### src/rtl/load_unit_pkg.sv
// Shared definitions for the load path: ld_size encodings, controller
// states and the byte-lane index width.
package load_unit_pkg;
  localparam int LANE_BITS = 2;

  localparam logic [1:0] SIZE_BYTE = 2'b00;
  localparam logic [1:0] SIZE_HALF = 2'b01;
  localparam logic [1:0] SIZE_WORD = 2'b10;  // 2'b11 is reserved and behaves as a word

  typedef enum logic [1:0] {IDLE, REQ, WAIT, DONE} state_t;
endpackage

### src/rtl/load_unit_extract.sv
// load_extract: combinational byte-lane select and sign/zero extension.
//   rdata     : 32-bit memory word
//   lane      : byte offset inside the word (addr[1:0])
//   size      : ld_size encoding (byte/half/word, reserved = word)
//   is_signed : 1 = replicate the field MSB, 0 = zero pad
//   data      : extended result
module load_extract
  import load_unit_pkg::*;
(
  input  logic [31:0]          rdata,
  input  logic [LANE_BITS-1:0] lane,
  input  logic [1:0]           size,
  input  logic                 is_signed,
  output logic [31:0]          data
);
  logic [7:0]  b;
  logic [15:0] h;

  always_comb begin
    b    = rdata[8*lane +: 8];
    // halves select on lane[1] only, so an odd half address falls onto its half
    h    = rdata[16*lane[1] +: 16];
    data = rdata;
    case (size)
      SIZE_BYTE: data = {{24{is_signed & b[7]}}, b};
      SIZE_HALF: data = {{16{is_signed & h[15]}}, h};
      default:   data = rdata;
    endcase
  end
endmodule

### src/rtl/load_unit.sv
// load_unit: multi-cycle data-memory read controller for the load path.
// One request at a time: accept on ld_valid/ld_ready, issue one word-aligned
// read (mem_re for a single cycle), wait MEM_LATENCY cycles, extract and
// extend the addressed field, then hold it on rd_valid/rd_ready.
//   clk, reset          : clock, synchronous active-high reset
//   ld_valid/ld_ready   : request handshake; ld_addr, ld_size, ld_signed
//   mem_re/mem_addr     : read strobe and word-aligned address; mem_rdata in
//   rd_valid/rd_ready   : result handshake; rd_data, rd_err out
// Optional macro LOAD_UNIT_ALIGN_CHECK_EN: misaligned half/word requests
// skip the memory access and complete with rd_err=1, rd_data=0.
module load_unit
  import load_unit_pkg::*;
#(
  parameter int ADDR_WIDTH  = 32,
  parameter int DATA_WIDTH  = 32,
  parameter int MEM_LATENCY = 2
) (
  input  logic                  clk,
  input  logic                  reset,
  input  logic                  ld_valid,
  output logic                  ld_ready,
  input  logic [ADDR_WIDTH-1:0] ld_addr,
  input  logic [1:0]            ld_size,
  input  logic                  ld_signed,
  output logic                  mem_re,
  output logic [ADDR_WIDTH-1:0] mem_addr,
  input  logic [DATA_WIDTH-1:0] mem_rdata,
  output logic                  rd_valid,
  input  logic                  rd_ready,
  output logic [DATA_WIDTH-1:0] rd_data,
  output logic                  rd_err
);
  localparam int CW = (MEM_LATENCY > 1) ? $clog2(MEM_LATENCY) : 1;

  state_t               st;
  logic [CW-1:0]        cnt;
  logic [LANE_BITS-1:0] a_lane;
  logic [1:0]           a_size;
  logic                 a_sgn;
  logic [31:0]          ext;
  logic                 accept;

  assign accept = ld_valid && ld_ready;

  load_extract u_extract (
    .rdata     (mem_rdata),
    .lane      (a_lane),
    .size      (a_size),
    .is_signed (a_sgn),
    .data      (ext)
  );

`ifdef LOAD_UNIT_ALIGN_CHECK_EN
  logic misal;
  always_comb begin
    misal = 1'b0;
    case (ld_size)
      SIZE_BYTE: misal = 1'b0;
      SIZE_HALF: misal = ld_addr[0];
      default:   misal = (ld_addr[1:0] != 2'b00);
    endcase
  end
  logic err_q;
  assign rd_err = err_q;
`else
  assign rd_err = 1'b0;
`endif

  always_ff @(posedge clk) begin
    if (reset) begin
      st       <= IDLE;
      cnt      <= '0;
      a_lane   <= '0;
      a_size   <= SIZE_BYTE;
      a_sgn    <= 1'b0;
      ld_ready <= 1'b1;
      mem_re   <= 1'b0;
      mem_addr <= '0;
      rd_valid <= 1'b0;
      rd_data  <= '0;
`ifdef LOAD_UNIT_ALIGN_CHECK_EN
      err_q    <= 1'b0;
`endif
    end else begin
      case (st)
        IDLE: if (accept) begin
          a_lane   <= ld_addr[LANE_BITS-1:0];
          a_size   <= ld_size;
          a_sgn    <= ld_signed;
          ld_ready <= 1'b0;
`ifdef LOAD_UNIT_ALIGN_CHECK_EN
          if (misal) begin
            // no memory access: complete immediately with an error
            rd_data  <= '0;
            err_q    <= 1'b1;
            rd_valid <= 1'b1;
            st       <= DONE;
          end else begin
            err_q    <= 1'b0;
            mem_addr <= {ld_addr[ADDR_WIDTH-1:2], 2'b00};
            mem_re   <= 1'b1;
            st       <= REQ;
          end
`else
          mem_addr <= {ld_addr[ADDR_WIDTH-1:2], 2'b00};
          mem_re   <= 1'b1;
          st       <= REQ;
`endif
        end
        REQ: begin
          mem_re <= 1'b0;
          cnt    <= CW'(MEM_LATENCY - 1);
          st     <= WAIT;
        end
        WAIT: begin
          // cnt==0 marks the one cycle in which mem_rdata belongs to us
          if (cnt == '0) begin
            rd_data  <= ext;
            rd_valid <= 1'b1;
            st       <= DONE;
          end else begin
            cnt <= cnt - 1'b1;
          end
        end
        DONE: if (rd_ready) begin
          rd_valid <= 1'b0;
          ld_ready <= 1'b1;
          st       <= IDLE;
        end
        default: st <= IDLE;
      endcase
    end
  end
endmodule
### config.mk
export PLATFORM = sky130hd
export DESIGN_NAME = load_unit
export DESIGN_NICKNAME = d
export VERILOG_FILES = /design/src/rtl/load_unit_pkg.sv /design/src/rtl/load_unit_extract.sv /design/src/rtl/load_unit.sv
export SDC_FILE = /design/constraint.sdc
export NUM_CORES = 1
export LEC_CHECK = 0
export BUFFER_PORTS_ARGS = -buffer_cell sky130_fd_sc_hd__buf_2
export CORE_MARGIN = 4
export CORE_UTILIZATION = 50
export CTS_CLUSTER_SIZE = 28
export DETAILED_ROUTE_END_ITERATION = 6
export PLACE_DENSITY = 0.91
export SLEW_MARGIN = 20
export SYNTH_ARGS = -nofsm -noshare
export SYNTH_HDL_FRONTEND = slang
export SYNTH_HIERARCHICAL = 1
export SYNTH_SLANG_ARGS = --single-unit
### constraint.sdc
create_clock -name clk -period 5.2 [get_ports clk]
set_clock_uncertainty 0.2 [all_clocks]
set_input_delay 1.04 -clock clk [delete_from_list [all_inputs] [get_ports clk]]
set_output_delay 1.04 -clock clk [all_outputs]
set_load 0.005 [all_outputs]
==> impl_metrics.csv, run 1 <==
group,metric,value,unit
clock_tree,clk_transition_reported_paths,80,ps
timing,worst_slew_pin_slew,825.0,ps
clock_tree,cts_max_path_buffers,2,
grt,via_count_of_the_first_global_routing_pass,3453,
timing,max-slew-margin-rel,45.00,%
drt,routed_via_density,5.395,
synthesis,synth-warning-count,6,
timing,final_max_slew_viol_count,0,
floorplan,starting_density,52.65,%
floorplan,dieWidth,90.70,µm
clock_tree,cts_root_buffer,"sky130_fd_sc_hd__clkbuf_8",
timing,total_of_endpoints_with_negative_setup_slack_in_the_final_report,0,
place,placed_cells_incl_taps,632,
final_layout,layout.cells.most_common,"sky130_fd_sc_hd__nand2_1",
drt,drt_wl_total,9.301,mm
final_layout,final_cell_mix,"sky130_fd_sc_hd__nand2_1, sky130_fd_sc_hd__buf_2, sky130_fd_sc_hd__a21oi_1",
drt,wire_per_inst,14.35,µm
floorplan,die_h,90.70,µm
grt,overflow,0,
timing,finalSetupTns,0,ps
timing,fin_ws,2590,ps
floorplan,core_region_area,6495,µm²
drt,met3WireLength,944,µm
grt,grtUsageTotal,22.50,%
power,p_total,0.001817,W
setup_path,cp_max_fo,16,
power,irDropWorstVdd,0.2736,mV
clock_tree,clock_insertion_delay_worst_skew,340,ps
setup_path,arrival,2600,ps
grt,grt_pass1_wl,15.52,mm
synthesis,synthDistinctLibCells,37,
synthesis,synth-seq-cells,73,
drt,met2RoutedLength,4.623,mm
power,net-switching-power,0.0006829,W
hold_path,timing.hold.worst.class,"reg2reg",
place,dp_slack,2308,ps
floorplan,fp-row-count,29,
grt,antenna_found_initial,0,
clock_tree,cts_num_sinks,73,
place,detailedPlacementHpwl,6.834,mm
run_status,status,"completed",
setup_path,cp-start-kind,"flip-flop",
synthesis,synth-main-ff-cell,"sky130_fd_sc_hd__dfxtp_1",
clock_tree,cts-htree-levels,3,
drt,routedLengthMet1,3.576,mm
synthesis,synth_seq_area_share,42.74,%
power,power.static_leakage,1.826,nW
flow_run,timing.max_cap.violations,0,
clock_tree,cts_hold_buffers,0,
final_layout,final_layout_size_suffix_gt1_share,31.17,%
place,port_bufs,135,
synthesis,gate_count_after_technology_mapping,453,
final_layout,nNetsFinal,642,
power,powerDensity,431.7,nW/µm²
clock_tree,cts_made_buffers,9,
setup_path,required,5190,ps
timing,layout_min_cycle_time,2610,ps
drt,post-route-drc-count,0,
timing,fmax,383.2,MHz
place,place.gp.congestion,0.8526,
power,comb_power_share,34.4,%
clock_tree,cts.repair.resized,0,
timing,finalHoldViolCount,0,
timing,hold_ws,255.4,ps
synthesis,synth_area_per_cell,7.549,µm²
clock_tree,post_cts.repair.setup_buffers,0,
final_layout,flow.area_growth_from_synthesis,23.12,%
grt,grt_start_max_net_pins,39,
synthesis,synth-edff-count,0,
timing,post-route-period-util,50.19,%
final_layout,antenna_cells,0,
floorplan,design.portCount,139,
drt,dr.first_iter.drc_count,256,
power,switching_share_of_total_power,37.57,%
setup_path,path_class,"reg2reg",
timing,rsz0062_at_grt,"no",
floorplan,die_area,8226,µm²
synthesis,postSynth.asyncResetShare,0,%
drt,top_layer,"met4",
synthesis,synthesis.area,3420,µm²
drt,antenna_violation_net_count_after_detailed_routing,0,
setup_path,end_kind,"flip-flop",
drt,drt_pass1_iterations,5,
final_layout,finalNonFillerCells,648,
power,p_int,0.001135,W
clock_tree,clock_tree_from_tritoncts,"built",
power,pwr-share-clk,25.2,%
drt,dr_total_vias,3496,
power,sequentialPowerShare,40.3,%
## critical path: stages, from the launching register on
cell	delay (ps)
sky130_fd_sc_hd__dfxtp_1	720
sky130_fd_sc_hd__mux2_2	420
sky130_fd_sc_hd__a21oi_1	190
sky130_fd_sc_hd__and2_1	670
sky130_fd_sc_hd__a21oi_1	110
sky130_fd_sc_hd__nand2_1	100
sky130_fd_sc_hd__a21oi_1	60
## through the flow
step / util, % / instance area (µm²)
global placement: 61.53 / 3996
global route: 64.82 / 4210
detailed placement: 61.63 / 4003
floorplan: - / 3427
finish: 64.82 / 4210
CTS: 64.79 / 4208
## area by class of cell
cell class	instances	area (µm²)
Fill cell	563	2285
Multi-Input combinational cell	340	1734
Sequential cell	73	1461
Timing Repair Buffer	138	698.2
Clock buffer	10	137.6
Tap cell	77	96.34
Clock inverter	6	67.56
Inverter	4	15.01
## cells by family after synthesis
group,Yosys count,synth area share [%]
simple gates,192,22.98
compound gates,128,21.41
flops,73,42.74
buf+inv,42,7.098
mux,12,3.842
fa+ha+maj,5,1.829
other cells,1,0.1097
## final timing paths
path	slack (ps)	start	cells after the start	end
worst max register to register	2590	a_lane[1]	6	rd_data[29]
worst max-delay path	2590	a_lane[1]	6	rd_data[29]
worst min-delay path	260	mem_addr[7]	2	mem_addr[7]
worst min register to register	260	mem_addr[7]	2	mem_addr[7]
## registers in the layout (all words and copies together), names as in the netlist, 2 cells and up
register  cells
a_lane        2
a_size        2
mem_addr     30
rd_data      32
st            2
## power by group through the flow
stage	combinational, W	clock, W	sequential [W]
floorplan	0.000491	0	0.000730
global placement	0.000600	0	0.000736
detailed placement	0.000622	0	0.000745
CTS	0.000624	0.000468	0.000733
global route	0.000706	0.000494	0.000748
finish	0.000626	0.000459	0.000733
## synthesized netlist by cell type, types with 2 or more instances
cell | instances | area, µm²
sky130_fd_sc_hd__mux2i_1 | 3 | 30.03
sky130_fd_sc_hd__nor2b_1 | 13 | 81.33
sky130_fd_sc_hd__ha_1 | 5 | 62.56
sky130_fd_sc_hd__a21oi_2 | 10 | 87.58
sky130_fd_sc_hd__clkbuf_1 | 12 | 45.04
sky130_fd_sc_hd__nor2_1 | 4 | 15.01
sky130_fd_sc_hd__o21bai_1 | 2 | 15.01
sky130_fd_sc_hd__a22oi_1 | 8 | 60.06
sky130_fd_sc_hd__nand2b_1 | 3 | 18.77
sky130_fd_sc_hd__o21ai_0 | 8 | 40.04
sky130_fd_sc_hd__buf_2 | 11 | 55.05
sky130_fd_sc_hd__buf_4 | 8 | 60.06
sky130_fd_sc_hd__buf_6 | 4 | 45.04
sky130_fd_sc_hd__dfxtp_1 | 73 | 1461
sky130_fd_sc_hd__inv_1 | 4 | 15.01
sky130_fd_sc_hd__buf_1 | 2 | 7.510
sky130_fd_sc_hd__mux2_2 | 9 | 101.4
sky130_fd_sc_hd__nand2_1 | 164 | 615.6
sky130_fd_sc_hd__a21oi_1 | 92 | 460.4
## layer usage
layer	track usage, %	vias up
met5	0	-
met2	39.41	163
met4	7.143	0
met3	7.083	17
met1	25.93	1603
li1	-	1713
Note: power is estimated with default switching activity, not from simulation.
==> run 2: changes to the inputs <==
- CORE_UTILIZATION: 50 -> 44
- PLACE_DENSITY: 0.91 -> 0.86
- clock period: 5.2 -> 2.3 ns (I/O delays scaled with it)
==> run 2 against run 1 <==
  * Die area grew 12%
  * Sequential share of layout area decreased by 0.55 points
  * Hold slack worse by 110 ps
  * Largest power group unchanged
  * Sequential power is 120% higher
==> impl_metrics.csv, run 2 (synthesis gave the netlist of run 1 again) <==
group,metric,value,unit
run_status,status,"completed",
grt,antenna_found_initial,0,
power,powerDensity,957.7,nW/µm²
final_layout,finish.utilization,57.79,%
drt,routed_via_density,5.178,
clock_tree,clk_transition_reported_paths,90,ps
floorplan,design.portCount,139,
grt,overflow,0,
clock_tree,cts_num_sinks,73,
setup_path,cp_max_fo,9,
power,power.static_leakage,1.858,nW
final_layout,layout.cells.most_common,"sky130_fd_sc_hd__nand2_1",
floorplan,die_h,96.16,µm
clock_tree,cts_max_path_buffers,2,
final_layout,nNetsFinal,651,
setup_path,path_class,"reg2reg",
drt,drt_pass1_iterations,5,
timing,final_max_slew_viol_count,0,
final_layout,final_cell_mix,"sky130_fd_sc_hd__nand2_1, sky130_fd_sc_hd__buf_2, sky130_fd_sc_hd__a21oi_1",
hold_path,timing.hold.worst.class,"in2reg",
clock_tree,cts_made_buffers,9,
floorplan,starting_density,46.16,%
drt,dr.first_iter.drc_count,235,
place,detailedPlacementHpwl,7.291,mm
floorplan,die_area,9246,µm²
setup_path,arrival,2110,ps
grt,grt_start_max_net_pins,36,
final_layout,finish.instance_area,4282,µm²
place,post_dp_cell_area,4091,µm²
final_layout,antenna_cells,0,
place,place.gp.congestion,0.9243,
clock_tree,clock_insertion_delay_worst_skew,340,ps
floorplan,fp-row-count,31,
final_layout,registers.top_by_ff_count,"rd_data",
final_layout,top_regs,"rd_data: 32 flops, mem_addr: 30 flops",
grt,grt_pass1_wl,15.88,mm
setup_path,required,2330,ps
timing,finalSetupTns,0,ps
drt,routedLengthMet1,4.201,mm
clock_tree,cts_hold_buffers,0,
setup_path,cp-start-kind,"flip-flop",
clock_tree,cts_root_buffer,"sky130_fd_sc_hd__clkbuf_8",
floorplan,core_region_area,7408,µm²
timing,layout_min_cycle_time,2078,ps
drt,top_layer,"met4",
timing,finalHoldViolCount,0,
drt,post-route-drc-count,0,
clock_tree,post_cts.repair.setup_buffers,0,
clock_tree,cts-htree-levels,3,
grt,grtUsageTotal,21.71,%
power,irDropWorstVdd,0.5272,mV
drt,met2RoutedLength,4.695,mm
timing,max-slew-margin-rel,45.47,%
final_layout,flow.area_growth_from_synthesis,25.21,%
flow_run,timing.max_cap.violations,0,
floorplan,dieWidth,96.16,µm
timing,fmax,481.2,MHz
timing,rsz0062_at_grt,"no",
clock_tree,clock_tree_from_tritoncts,"built",
grt,via_count_of_the_first_global_routing_pass,3347,
drt,drt_wl_total,9.918,mm
final_layout,final_layout_size_suffix_gt1_share,32.24,%
timing,hold_ws,140.8,ps
place,port_bufs,135,
drt,dr_total_vias,3516,
drt,wire_per_inst,14.61,µm
final_layout,largest_register_ff_count,32,
setup_path,end_kind,"flip-flop",
timing,post-route-period-util,90.35,%
drt,antenna_violation_net_count_after_detailed_routing,0,
timing,worst_slew_pin_slew,817.9,ps
drt,met3WireLength,939,µm
timing,total_of_endpoints_with_negative_setup_slack_in_the_final_report,0,
==> run 2: critical path, cell delays in order, from the launching register on <==
cell and delay [ps]:
sky130_fd_sc_hd__dfxtp_1 460, sky130_fd_sc_hd__nor2b_1 630, sky130_fd_sc_hd__nor2b_2 210, sky130_fd_sc_hd__a22oi_1 250
sky130_fd_sc_hd__o21ai_0 100, sky130_fd_sc_hd__nand2_1 60, sky130_fd_sc_hd__a21oi_1 60
==> run 2: path summary, 6_finish.rpt <==
path | startpoint | depth (start not counted) | end | slack [ps]
max | a_lane[0] | 6 | rd_data[4] | 220
min | ld_addr[21] | 3 | mem_addr[21] | 140
max reg2reg | a_lane[0] | 6 | rd_data[4] | 220
min reg2reg | mem_addr[21] | 2 | mem_addr[21] | 260
==> run 2: repair_timing <==
item / CTS / global route
setup endpoints to repair: 0 / 7
resized for setup: 0 / 2
endpoints found under the hold margin: 0 / 0
==> run 2: cell type report <==
class                           count  area [µm²]
Clock buffer                       10       137.6
Inverter                            4       15.01
Sequential cell                    73        1463
Clock inverter                      6       48.80
Timing Repair Buffer              147       765.7
Multi-Input combinational cell    340        1728
Fill cell                         697        3127
Tap cell                           99       123.9
==> run 2: power by group <==
group	switching (W)	total (W)	internal [W]	leakage, nW
registers	0.000165	0.00164	0.00148	0.594
logic	0.000900	0.00150	0.000599	1.18
clock network	0.000524	0.000957	0.000432	0.0859
==> run 2: routing by layer <==
metal  GRT usage, %  up-vias
li1               -     1734
met1          27.73     1618
met2          35.48      156
met3          6.333        8
met4          6.161        0
met5              0        -
==> run 2: stage by stage <==
| stage | instances | setup WS, ps | total power (W) |
|---|---|---|---|
| 3_5_place_dp | 663 | 66.61 | 0.003161 |
| 4_1_cts | 679 | 55.09 | 0.004114 |
| 6_report | 679 | 221.9 | 0.004101 |
| 2_1_floorplan | 455 | 512.2 | 0.002762 |
| 3_3_place_gp | 663 | 139.9 | 0.003096 |
| 5_1_grt | 679 | 63.27 | 0.004397 |
==> run 3: changes to the inputs <==
- CORE_MARGIN: 4 -> 8
==> run 3 against run 2 <==
  * Global-route usage is 3.1 points lower
  * First-iteration DRC count is 22% lower
  * Maximum frequency is 6.4% higher
  * Via count is 0.37% higher
  * Largest power group unchanged
==> impl_metrics.csv, run 3 (synthesis gave the netlist of run 1 again) <==
group,metric,value,unit
run_status,status,"completed",
flow_run,timing.max_cap.violations,0,
final_layout,layout.cells.most_common,"sky130_fd_sc_hd__nand2_1",
final_layout,antenna_cells,0,
timing,finalSetupTns,0,ps
grt,antenna_found_initial,1,
setup_path,path_class,"reg2reg",
clock_tree,post_cts.repair.setup_buffers,0,
setup_path,end_kind,"flip-flop",
floorplan,die_h,104.2,µm
timing,rsz0062_at_grt,"no",
setup_path,critical-path-top-cell-by-count,"sky130_fd_sc_hd__a21oi_1",
timing,post-route-period-util,84.92,%
grt,grt_pass1_wl,16.86,mm
power,irDropWorstVdd,0.4799,mV
clock_tree,cts_root_buffer,"sky130_fd_sc_hd__clkbuf_8",
final_layout,final_cell_mix,"sky130_fd_sc_hd__nand2_1, sky130_fd_sc_hd__buf_2, sky130_fd_sc_hd__a21oi_1",
grt,grt_start_max_net_pins,44,
floorplan,dieWidth,104.2,µm
drt,wire_per_inst,14.84,µm
place,post_dp_cell_area,4120,µm²
floorplan,fp-row-count,32,
final_layout,nNetsFinal,651,
power,comb_power_share,36.7,%
setup_path,cp-start-kind,"flip-flop",
grt,overflow,0,
setup_path,critPathTopFamily,"simple AND/OR/NAND/NOR gates",
place,detailedPlacementHpwl,7.753,mm
final_layout,registers.top_by_ff_count,"rd_data",
setup_path,timing.reg2reg.setup_slack,350,ps
timing,final_max_slew_viol_count,0,
final_layout,finalNonFillerCells,682,
hold_path,timing.hold.worst.class,"in2reg",
timing,total_of_endpoints_with_negative_setup_slack_in_the_final_report,0,
place,port_bufs,135,
final_layout,finish.instance_area,4324,µm²
power,p_int,0.002631,W
setup_path,cp_num_buf_inv,0,
timing,fmax,512.0,MHz
power,powerDensity,969.3,nW/µm²
drt,dr.first_iter.drc_count,183,
clock_tree,clock_insertion_delay_worst_skew,340,ps
timing,max-slew-margin-rel,44.23,%
timing,finalHoldViolCount,0,
final_layout,finish.utilization,56.54,%
clock_tree,cts_num_sinks,73,
grt,grtUsageTotal,18.61,%
setup_path,required,2340,ps
clock_tree,cts_made_buffers,9,
floorplan,core_region_area,7647,µm²
clock_tree,clk_transition_reported_paths,80,ps
setup_path,list_of_cells_traversed_by_the_critical_path,"mux2i_1 -> nor4bb_1 -> nor2_1 -> a21oi_1 -> nand2_1 -> a21oi_1",
clock_tree,cts-htree-levels,3,
floorplan,design.portCount,139,
clock_tree,cts_hold_buffers,0,
grt,via_count_of_the_first_global_routing_pass,3536,
place,placed_cells_incl_taps,666,
setup_path,critical-path-slowest-cell,"sky130_fd_sc_hd__dfxtp_1",
setup_path,arrival,1990,ps
power,pwr-share-clk,24.5,%
power,switching_share_of_total_power,37.22,%
timing,layout_min_cycle_time,1953,ps
drt,drt_wl_total,10.12,mm
place,place.gp.congestion,0.8970,
setup_path,max_stage_delay,480,ps
final_layout,top_regs,"rd_data: 32 flops, mem_addr: 30 flops",
drt,antenna_violation_net_count_after_detailed_routing,0,
drt,routed_via_density,5.174,
power,sequentialPowerShare,38.8,%
final_layout,largest_register_ff_count,32,
power,net-switching-power,0.001560,W
clock_tree,clock_tree_from_tritoncts,"built",
drt,post-route-drc-count,0,
final_layout,final_layout_size_suffix_gt1_share,31.90,%
timing,worst_slew_pin_slew,836.5,ps
power,power.static_leakage,1.877,nW
drt,dr_total_vias,3529,
drt,drt_pass1_iterations,5,
setup_path,cp_max_fo,8,
clock_tree,cts.repair.resized,0,
floorplan,starting_density,44.72,%
final_layout,flow.area_growth_from_synthesis,26.45,%
clock_tree,cts_max_path_buffers,2,
floorplan,die_area,10850,µm²
run 3: worst min-delay path, stage by stage:
cell,delay [ps]
sky130_fd_sc_hd__buf_2,90
sky130_fd_sc_hd__nand2_1,40
sky130_fd_sc_hd__a21oi_1,50
run 3: cell type report:
type	count	area (µm²)
repair buffers	147	790.8
multi-input cells	340	1725
clock inverters	6	66.31
flip-flops and latches	73	1461
fillers	739	3323
inverters	4	15.01
well taps	102	127.6
clock buffers	10	137.6
run 3: power by group through the flow:
stage	clock, W	sequential [W]	combinational, W
6_report	0.00103	0.00163	0.00154
5_1_grt	0.00110	0.00166	0.00174
4_1_cts	0.00105	0.00163	0.00154
3_5_place_dp	0	0.00166	0.00154
3_3_place_gp	0	0.00164	0.00150
2_1_floorplan	0	0.00165	0.00111
run 3: per-stage QoR:
step	setup WS, ps	power, W	hold WS [ps]
after floorplan	512.2	0.002762	236.7
after global placement	364.3	0.003143	238.2
after detailed placement	313.1	0.003198	243.2
after CTS	373.0	0.004223	128.6
after global routing	187.2	0.004504	132.2
final	346.9	0.004191	139.6
run 3: path summary, 6_finish.rpt:
path / start / endpoint / depth (start not counted)
worst max-delay path: a_lane[0] / rd_data[15] / 6
worst max register to register: a_lane[0] / rd_data[15] / 6
worst min-delay path: ld_addr[23] / mem_addr[23] / 3
worst min register to register: mem_addr[5] / mem_addr[5] / 2
run 3: layer usage:
layer  track usage (%)  routed length (µm)  up-vias
met4             8.170                 221        2
li1                  -                   -     1740
met3             7.807                1179       20
met5                 0                  13        -
met2             29.65                4637      182
met1             21.34                4070     1585
